==> config.mk <==
export PLATFORM = sky130hd
export DESIGN_NAME = mem_stage
export DESIGN_NICKNAME = d
export VERILOG_FILES = /design/src/rtl/mem_stage.sv
export SDC_FILE = /design/constraint.sdc
export NUM_CORES = 1
export LEC_CHECK = 0
export ABC_AREA = 1
export CELL_PAD_IN_SITES_DETAIL_PLACEMENT = 0
export CELL_PAD_IN_SITES_GLOBAL_PLACEMENT = 1
export CORE_MARGIN = 4
export CORE_UTILIZATION = 31
export CTS_CLUSTER_DIAMETER = 30
export DETAILED_ROUTE_END_ITERATION = 10
export PLACE_DENSITY_LB_ADDON = 0.3
export SYNTH_ARGS = -nofsm -noshare
export SYNTH_HDL_FRONTEND = slang
export SYNTH_SLANG_ARGS = --single-unit
export TNS_END_PERCENT = 5
==> constraint.sdc <==
create_clock -name clk -period 1.84 [get_ports clk]
set_input_delay 0.276 -clock clk [delete_from_list [all_inputs] [get_ports clk]]
set_output_delay 0.276 -clock clk [all_outputs]
set_load 0.005 [all_outputs]
==> src/rtl/mem_stage.sv <==
// mem_stage: MIPS memory stage that latches the EX bus, waits for or buffers the load response, then hands off to WB; defining MS_FWD_EN drives ms_to_ds_fwd_bus
`ifndef ES_TO_MS_BUS_WD
`define ES_TO_MS_BUS_WD 71
`endif
`ifndef MS_TO_WS_BUS_WD
`define MS_TO_WS_BUS_WD 70
`endif
module mem_stage (
  input  logic                        clk,
  input  logic                        reset,
  input  logic                        ws_allowin,
  output logic                        ms_allowin,
  input  logic                        es_to_ms_valid,
  input  logic [`ES_TO_MS_BUS_WD-1:0] es_to_ms_bus,
  output logic                        ms_to_ws_valid,
  output logic [`MS_TO_WS_BUS_WD-1:0] ms_to_ws_bus,
  input  logic [31:0]                 data_sram_rdata,
  input  logic                        data_sram_rvalid,
  output logic [38:0]                 ms_to_ds_fwd_bus,
  output logic [31:0]                 ms_stall_cnt
);
  logic                        ms_valid;
  logic [`ES_TO_MS_BUS_WD-1:0] ms_bus;
  logic                        rdata_got;
  logic [31:0]                 rdata_buf;
  logic [31:0]                 ms_pc;
  logic                        ms_load_op;
  logic                        ms_rf_we;
  logic [4:0]                  ms_rf_waddr;
  logic [31:0]                 ms_alu_result;
  logic                        ms_ready_go;
  logic [31:0]                 final_result;
  assign {ms_pc, ms_load_op, ms_rf_we, ms_rf_waddr, ms_alu_result} = ms_bus;
  assign ms_ready_go    = ~ms_load_op | rdata_got | data_sram_rvalid;
  assign ms_allowin     = ~ms_valid | (ms_ready_go & ws_allowin);
  assign ms_to_ws_valid = ms_valid & ms_ready_go;
  assign final_result   = ~ms_load_op ? ms_alu_result : rdata_got ? rdata_buf : data_sram_rdata;
  assign ms_to_ws_bus   = {ms_pc, ms_rf_we, ms_rf_waddr, final_result};
`ifdef MS_FWD_EN
  assign ms_to_ds_fwd_bus = {ms_valid & ms_rf_we, ms_rf_waddr, ms_ready_go, final_result};
`else
  assign ms_to_ds_fwd_bus = '0;
`endif
  always_ff @(posedge clk) begin
    if (reset) begin
      ms_valid     <= 1'b0;
      ms_bus       <= '0;
      rdata_got    <= 1'b0;
      rdata_buf    <= '0;
      ms_stall_cnt <= '0;
    end else begin
      if (ms_allowin) ms_valid <= es_to_ms_valid;
      if (ms_allowin & es_to_ms_valid) ms_bus <= es_to_ms_bus;
      if (ms_to_ws_valid & ws_allowin) rdata_got <= 1'b0;
      else if (ms_valid & ms_load_op & ~rdata_got & data_sram_rvalid & ~ws_allowin) begin
        rdata_got <= 1'b1;
        rdata_buf <= data_sram_rdata;
      end
      if (ms_valid & ~ms_ready_go & ~&ms_stall_cnt) ms_stall_cnt <= ms_stall_cnt + 32'd1;
    end
  end
endmodule
==> results of run 1 <==
[worst min-delay path, stage by stage]
cell                      delay, ns
sky130_fd_sc_hd__buf_2         0.09
sky130_fd_sc_hd__inv_2         0.14
sky130_fd_sc_hd__o21ai_0       0.12
sky130_fd_sc_hd__a21oi_1       0.04
[cell type report]
cell class                 count  share of cell area, %
timing repair buffer         277                   27.4
clock inverter                12                   1.64
sequential                   137                   27.8
clock buffer                  20                   4.72
multi-input combinational    672                   32.1
inverter                      70                   2.73
tap                          275                   3.48
[cells in the mapped netlist]
master and count:
sky130_fd_sc_hd__conb_1 1, sky130_fd_sc_hd__nor2_4 4, sky130_fd_sc_hd__nor2_1 173, sky130_fd_sc_hd__clkbuf_1 32, sky130_fd_sc_hd__nand2_2 2, sky130_fd_sc_hd__nor2_2 2, sky130_fd_sc_hd__dfxtp_1 137, sky130_fd_sc_hd__nand3_4 2
sky130_fd_sc_hd__inv_1 66, sky130_fd_sc_hd__ha_1 1, sky130_fd_sc_hd__buf_2 16, sky130_fd_sc_hd__o21ai_0 96, sky130_fd_sc_hd__nand3_2 1, sky130_fd_sc_hd__nor3_1 1, sky130_fd_sc_hd__buf_1 2, sky130_fd_sc_hd__nand3_1 72
sky130_fd_sc_hd__nand3b_1 1, sky130_fd_sc_hd__a21oi_1 99, sky130_fd_sc_hd__xor2_1 3, sky130_fd_sc_hd__inv_2 4, sky130_fd_sc_hd__buf_6 7, sky130_fd_sc_hd__nand2_1 132, sky130_fd_sc_hd__nand2_4 1, sky130_fd_sc_hd__buf_4 77
sky130_fd_sc_hd__o22ai_1 32, sky130_fd_sc_hd__a221oi_1 1, sky130_fd_sc_hd__nand4_1 8
[timing repair]
action | CTS | global route
gates cloned | 1 | 2
hold buffers | 0 | 0
endpoints found under the setup margin | 36 | 60
setup buffers | 0 | 5
gates resized for setup | 67 | 57
pin swaps | 1 | 3
[final timing paths]
| kind | from | to | slack, ns | cells past startpoint |
|---|---|---|---|---|
| worst max-delay path | ms_bus[38]$_SDFFE_PP0P_ | ms_to_ws_bus[1] | 0.006 | 5 |
| worst min-delay path | reset | ms_bus[3]$_SDFFE_PP0P_ | 0.31 | 4 |
| worst max register to register | ms_stall_cnt[0]$_SDFFE_PP0P_ | ms_stall_cnt[16]$_SDFFE_PP0P_ | 0.13 | 10 |
| worst min register to register | ms_bus[21]$_SDFFE_PP0P_ | ms_bus[21]$_SDFFE_PP0P_ | 0.45 | 2 |
[registers in the layout (all words and copies together), names as in the netlist]
signal,flops
ms_bus,71
ms_stall_cnt,32
ms_valid,1
rdata_buf,32
rdata_got,1
[report_power, final]
group	switching (uW)	internal, uW	total [uW]
Combinational	466	567	1030
Sequential	48.1	3080	3130
Clock	1410	2260	3670
Total	1920	5910	7840
[kinds of logic after synthesis]
group | share of synthesized area, %
buffers and inverters | 16.6
AO/OA/AOI/OAI | 17.4
AND/OR/NAND/NOR | 24.9
adder cells (fa/ha/maj) | 0.184
other | 0.0552
XOR/XNOR | 0.387
flip-flops | 40.4
[metrics by stage]
stage / cells / setup slack (ns) / power, uW / TNS, ns
final: 1463 / 0.00576 / 7840 / 0
after global routing: 1463 / -0.0806 / 8180 / -0.638
after detailed placement: 1423 / -0.170 / 4260 / -0.655
after global placement: 1423 / -0.165 / 4260 / -0.377
after floorplan: 1011 / 0.219 / 3740 / 0
after CTS: 1456 / -0.201 / 7940 / -0.619
[routing by layer]
layer,vias up,GRT usage (%),wire length [um]
li1,3483,-,-
met1,3055,22.0,9600
met2,182,27.0,9860
met3,7,6.88,1920
met4,0,3.54,136
met5,-,0,0
==> flow_metrics.env, run 1 <==
export IMPL_status="completed"
export IMPL_htree_levels=4
export IMPL_synth_largest_area_cell="sky130_fd_sc_hd__dfxtp_1"
export IMPL_final_period_utilization_pct=99.7
export IMPL_type_of_the_setup_path_with_the_least_slack="reg2out"
export IMPL_io_buffers=211
export IMPL_num_rows=53
export IMPL_ioPinCount=251
export IMPL_final_antenna_net_count=0
export IMPL_routedWlPerCell_um=14.7
export IMPL_floorplan_initialDensity_pct=31.9
export IMPL_maximum_number_of_pins_on_one_net_before_global_route_repair=46
export IMPL_worst_ep_required_time_ns=1.56
export IMPL_worst_clock_skew_ns=0.00954
export IMPL_final_design_area_no_fill_mm2=0.00989
export IMPL_multi_input_comb_area_mm2=0.00318
export IMPL_finalCoreUtilization_pct=46.5
export IMPL_critical_path_top_delay_family="buffers and inverters"
export IMPL_cts_sinks=137
export IMPL_final_max_slew_viol_count=0
export IMPL_final_cell_mix="sky130_fd_sc_hd__clkdlybuf4s50_1, sky130_fd_sc_hd__nor2_1, sky130_fd_sc_hd__dfxtp_1, sky130_fd_sc_hd__nand2_1, sky130_fd_sc_hd__a21oi_1"
export IMPL_worst_hold_slack_ns=0.309
export IMPL_tritonroute_pass_1_iters=4
export IMPL_layout_min_cycle_time_ns=1.83
export IMPL_seq_area_mm2=0.00275
export IMPL_cp_num_buf_inv=3
export IMPL_worstSetupEndpointType="output pin"
export IMPL_grt_pass1_vias=6302
export IMPL_hold_viol_final=0
export IMPL_netlist_top_cells_area="sky130_fd_sc_hd__dfxtp_1, sky130_fd_sc_hd__nor2_1, sky130_fd_sc_hd__buf_4"
export IMPL_clock_fmax_mhz=545
export IMPL_clock_root_buffer="sky130_fd_sc_hd__clkbuf_16"
export IMPL_die_w_um=156
export IMPL_vdd_drop_max_v=0.000581
export IMPL_mappedNetlistArea_mm2=0.00679
export IMPL_critical_path_max_stage_delay_ns=0.38
export IMPL_routed_wl_mm=21.5
export IMPL_synth_yosys_seq_area_share_pct=40.4
export IMPL_hpwlAfterDp_mm=15.0
export IMPL_final_common_cell="sky130_fd_sc_hd__clkdlybuf4s50_1"
export IMPL_timing_critical_path_arrival_ns=1.56
export IMPL_track_usage_pct=17.0
export IMPL_antenna_cells_inserted=0
export IMPL_power_density_mw_per_mm2=792
export IMPL_number_of_distinct_library_cell_variants_in_the_gate_level_netlist_after_synthesis=27
export IMPL_timing_critical_path_cells="buf_12 -> buf_12 -> o21ai_0 -> o22ai_1 -> clkdlybuf4s15_2"
export IMPL_clock_latency_ns=0.41
export IMPL_synth_warning_count=0
export IMPL_finalNetCount=1284
export IMPL_area_delta_synth_final_pct=45.7
export IMPL_gp_weighted_congestion=0.794
export IMPL_ratio_of_cells_with_drive_above_1_in_the_final_layout_pct=13.3
export IMPL_worstPathMaxFanout=22
export IMPL_syn_inst=973
export IMPL_die_area_mm2=0.0243
export IMPL_cts_tree="built"
export IMPL_setup_viol=0
export IMPL_vias_per_cell=4.60
export IMPL_critPathMostFrequentCell="sky130_fd_sc_hd__buf_12"
export IMPL_synth_avg_cell_area_um2=6.98
export IMPL_clock_path_buffers=2
export IMPL_grt_first_pass_wirelength_mm=33.4
export IMPL_dpl_instance_area_mm2=0.00911
export IMPL_post_route_drc_count=0
export IMPL_fp_dieH_um=156
export IMPL_synth_seq_cells=137
export IMPL_detailroute_via_count=6727
export IMPL_inserted_clock_buffers=17
export IMPL_cellLeakagePower_uw=0.00399
export IMPL_timing_hold_worst_class="in2reg"
export IMPL_worst_setup_path_start_kind="flop"
export IMPL_core_area_mm2=0.0213
export IMPL_maxCapViolCount=0
export IMPL_clock_pin_transition_on_the_worst_setup_and_hold_timing_paths_ns=0.06
export IMPL_num_fill_cells=2162
export IMPL_first_iter_violations=326
export IMPL_grt_overflow=0
export IMPL_relative_max_transition_margin_pct=65.5
export IMPL_synth_top_area_share_pct=40.4
export IMPL_worst_pin_slew_ns=0.517
export IMPL_worst_path_cell_with_the_longest_stage_delay="sky130_fd_sc_hd__dfxtp_4"
export IMPL_initial_antenna_violation_count=0
export IMPL_grt_setup_unrepaired="true"
No activity file was read; power rests on OpenSTA's default activity.
==> inputs of run 2 (changes only) <==
--- a/config.mk
+++ b/config.mk
@@ -8,11 +8,11 @@
 export ABC_AREA = 1
 export CELL_PAD_IN_SITES_DETAIL_PLACEMENT = 0
 export CELL_PAD_IN_SITES_GLOBAL_PLACEMENT = 1
-export CORE_MARGIN = 4
 export CORE_UTILIZATION = 31
 export CTS_CLUSTER_DIAMETER = 30
 export DETAILED_ROUTE_END_ITERATION = 10
 export PLACE_DENSITY_LB_ADDON = 0.3
+export SLEW_MARGIN = 20
 export SYNTH_ARGS = -nofsm -noshare
 export SYNTH_HDL_FRONTEND = slang
 export SYNTH_SLANG_ARGS = --single-unit
==> flow_metrics.env, run 2 (synthesis gave the netlist of run 1 again) <==
export IMPL_die_w_um=150
export IMPL_layout_min_cycle_time_ns=1.83
export IMPL_top_register="ms_bus"
export IMPL_grt_overflow=0
export IMPL_routedWlPerCell_um=13.9
export IMPL_num_fill_cells=2188
export IMPL_multi_input_comb_area_mm2=0.00310
export IMPL_reg_largest_list="ms_bus (71), ms_stall_cnt (32), rdata_buf (32)"
export IMPL_worst_setup_path_startpoint="rdata_got$_SDFFE_PP0P_"
export IMPL_finalCoreUtilization_pct=45.8
export IMPL_track_usage_pct=18.5
export IMPL_power_density_mw_per_mm2=748
export IMPL_antenna_cells_inserted=0
export IMPL_maxCapViolCount=0
export IMPL_grt_first_pass_wirelength_mm=32.4
export IMPL_clock_pin_transition_on_the_worst_setup_and_hold_timing_paths_ns=0.06
export IMPL_worst_ep_required_time_ns=1.56
export IMPL_gp_weighted_congestion=0.778
export IMPL_clock_path_buffers=2
export IMPL_initial_antenna_violation_count=0
export IMPL_first_iter_violations=262
export IMPL_grt_pass1_vias=6356
export IMPL_htree_levels=4
export IMPL_r2r_start="rdata_got$_SDFFE_PP0P_"
export IMPL_worst_r2r_setup_slack_ns=0.15
export IMPL_final_max_slew_viol_count=0
export IMPL_clock_fmax_mhz=547
export IMPL_core_area_mm2=0.0212
export IMPL_final_common_cell="sky130_fd_sc_hd__clkdlybuf4s50_1"
export IMPL_io_buffers=211
export IMPL_vdd_drop_max_v=0.000553
export IMPL_final_cell_mix="sky130_fd_sc_hd__clkdlybuf4s50_1, sky130_fd_sc_hd__nor2_1, sky130_fd_sc_hd__dfxtp_1, sky130_fd_sc_hd__nand2_1, sky130_fd_sc_hd__a21oi_1"
export IMPL_post_route_drc_count=0
export IMPL_worst_setup_path_start_kind="flop"
export IMPL_status="completed"
export IMPL_dp_cells=1427
export IMPL_worstSetupEndpointType="output pin"
export IMPL_relative_max_transition_margin_pct=66.1
export IMPL_grt_setup_unrepaired="true"
export IMPL_finalNetCount=1283
export IMPL_dpl_instance_area_mm2=0.00915
export IMPL_hold_path_startpoint="reset"
export IMPL_type_of_the_setup_path_with_the_least_slack="reg2out"
export IMPL_worstPathMaxFanout=6
export IMPL_timing_critical_path_arrival_ns=1.55
export IMPL_seq_area_mm2=0.00275
export IMPL_final_antenna_net_count=0
export IMPL_num_rows=53
export IMPL_setup_viol=0
export IMPL_routed_wl_mm=20.3
export IMPL_final_design_area_no_fill_mm2=0.00971
export IMPL_inserted_clock_buffers=17
export IMPL_totalNegativeSetupSlack_ns=0
export IMPL_hold_viol_final=0
export IMPL_worst_clock_skew_ns=0.00632
export IMPL_ratio_of_cells_with_drive_above_1_in_the_final_layout_pct=11.6
export IMPL_clock_root_buffer="sky130_fd_sc_hd__clkbuf_16"
export IMPL_worst_hold_slack_ns=0.366
export IMPL_largest_reg_flops=71
export IMPL_layoutNonFillerInstCount=1462
export IMPL_worstReg2RegEnd="ms_stall_cnt[18]$_SDFFE_PP0P_"
export IMPL_die_area_mm2=0.0225
export IMPL_rr_worst_depth=9
export IMPL_final_period_utilization_pct=99.4
export IMPL_timing_hold_worst_class="in2reg"
export IMPL_ioPinCount=251
export IMPL_floorplan_initialDensity_pct=32.0
export IMPL_area_delta_synth_final_pct=43.0
export IMPL_fp_dieH_um=150
export IMPL_worst_pin_slew_ns=0.509
export IMPL_endpoint="ms_allowin"
export IMPL_detailroute_via_count=6682
export IMPL_vias_per_cell=4.57
export IMPL_hpwlAfterDp_mm=14.3
export IMPL_holdBufCountCts=0
export IMPL_cts_sinks=137
export IMPL_tritonroute_pass_1_iters=4
export IMPL_cellLeakagePower_uw=0.00392
export IMPL_clock_latency_ns=0.41
export IMPL_maximum_number_of_pins_on_one_net_before_global_route_repair=46
export IMPL_cts_tree="built"
## run 2: cell types whose count changed in the layout (fill, tap and decap cells not counted), moves of 4 or more
cell	change
sky130_fd_sc_hd__o21ai_1	+15
sky130_fd_sc_hd__nor2_2	+6
sky130_fd_sc_hd__buf_2	-7
sky130_fd_sc_hd__o22ai_2	-7
sky130_fd_sc_hd__o21ai_0	-16
sky130_fd_sc_hd__nor2_1	-6
sky130_fd_sc_hd__clkbuf_1	+5
sky130_fd_sc_hd__dlygate4sd2_1	+8
sky130_fd_sc_hd__o22ai_1	+7
sky130_fd_sc_hd__inv_6	-4
## run 2: power by group
part           total, uW  switching (uW)  internal (uW)  leakage [uW]
sequential          3130            49.5           3080       0.00112
combinational       1010             453            552       0.00254
clock               3120            1300           1820      0.000257
## run 2: cell type report
cell class / instances / share of cell area (%)
Multi-Input combinational cell: 670 / 31.9
Tap cell: 275 / 3.54
Clock buffer: 25 / 5.00
Clock inverter: 7 / 0.451
Sequential cell: 137 / 28.3
Inverter: 70 / 2.73
Timing Repair Buffer: 278 / 28.1
## run 2: per-stage QoR
stage	setup WS, ns	total power (uW)
after floorplan	0.219	3740
after global placement	-0.122	4260
after detailed placement	-0.144	4260
after CTS	-0.0439	7380
after global routing	-0.0879	7620
final	0.0103	7260
## run 2: worst min path at each step
stage | to | slack, ns | cells past startpoint
after floorplan | rdata_got$_SDFFE_PP0P_ | 0.39 | 1
after global placement | ms_bus[5]$_SDFFE_PP0P_ | 0.44 | 2
after detailed placement | ms_bus[31]$_SDFFE_PP0P_ | 0.45 | 2
after CTS | rdata_buf[22]$_SDFFE_PP0P_ | 0.36 | 4
after global routing | rdata_buf[22]$_SDFFE_PP0P_ | 0.41 | 4
final | rdata_buf[31]$_SDFFE_PP0P_ | 0.37 | 4
## run 2: worst max-delay path, stage by stage, from the launching register on
cell                            delay, ns
sky130_fd_sc_hd__dfxtp_4             0.39
sky130_fd_sc_hd__inv_4               0.06
sky130_fd_sc_hd__buf_4               0.14
sky130_fd_sc_hd__nand3_2             0.08
sky130_fd_sc_hd__nor2_4              0.05
sky130_fd_sc_hd__nor2_4              0.15
sky130_fd_sc_hd__dlygate4sd2_1       0.27
## run 2: layer usage
layer	up-vias	track usage (%)	routed length, um
met1	3022	23.6	9340
li1	3476	-	-
met5	-	0	0
met4	0	5.30	228
met3	15	5.64	1450
met2	169	29.7	9240
## run 2: timing repair
item                                   CTS  global route
endpoints found under the hold margin    0             0
resized for setup                       67            38
pin swaps                                2             5
setup endpoints to repair               34            41
gates cloned                             1             0
setup buffers                            1             1
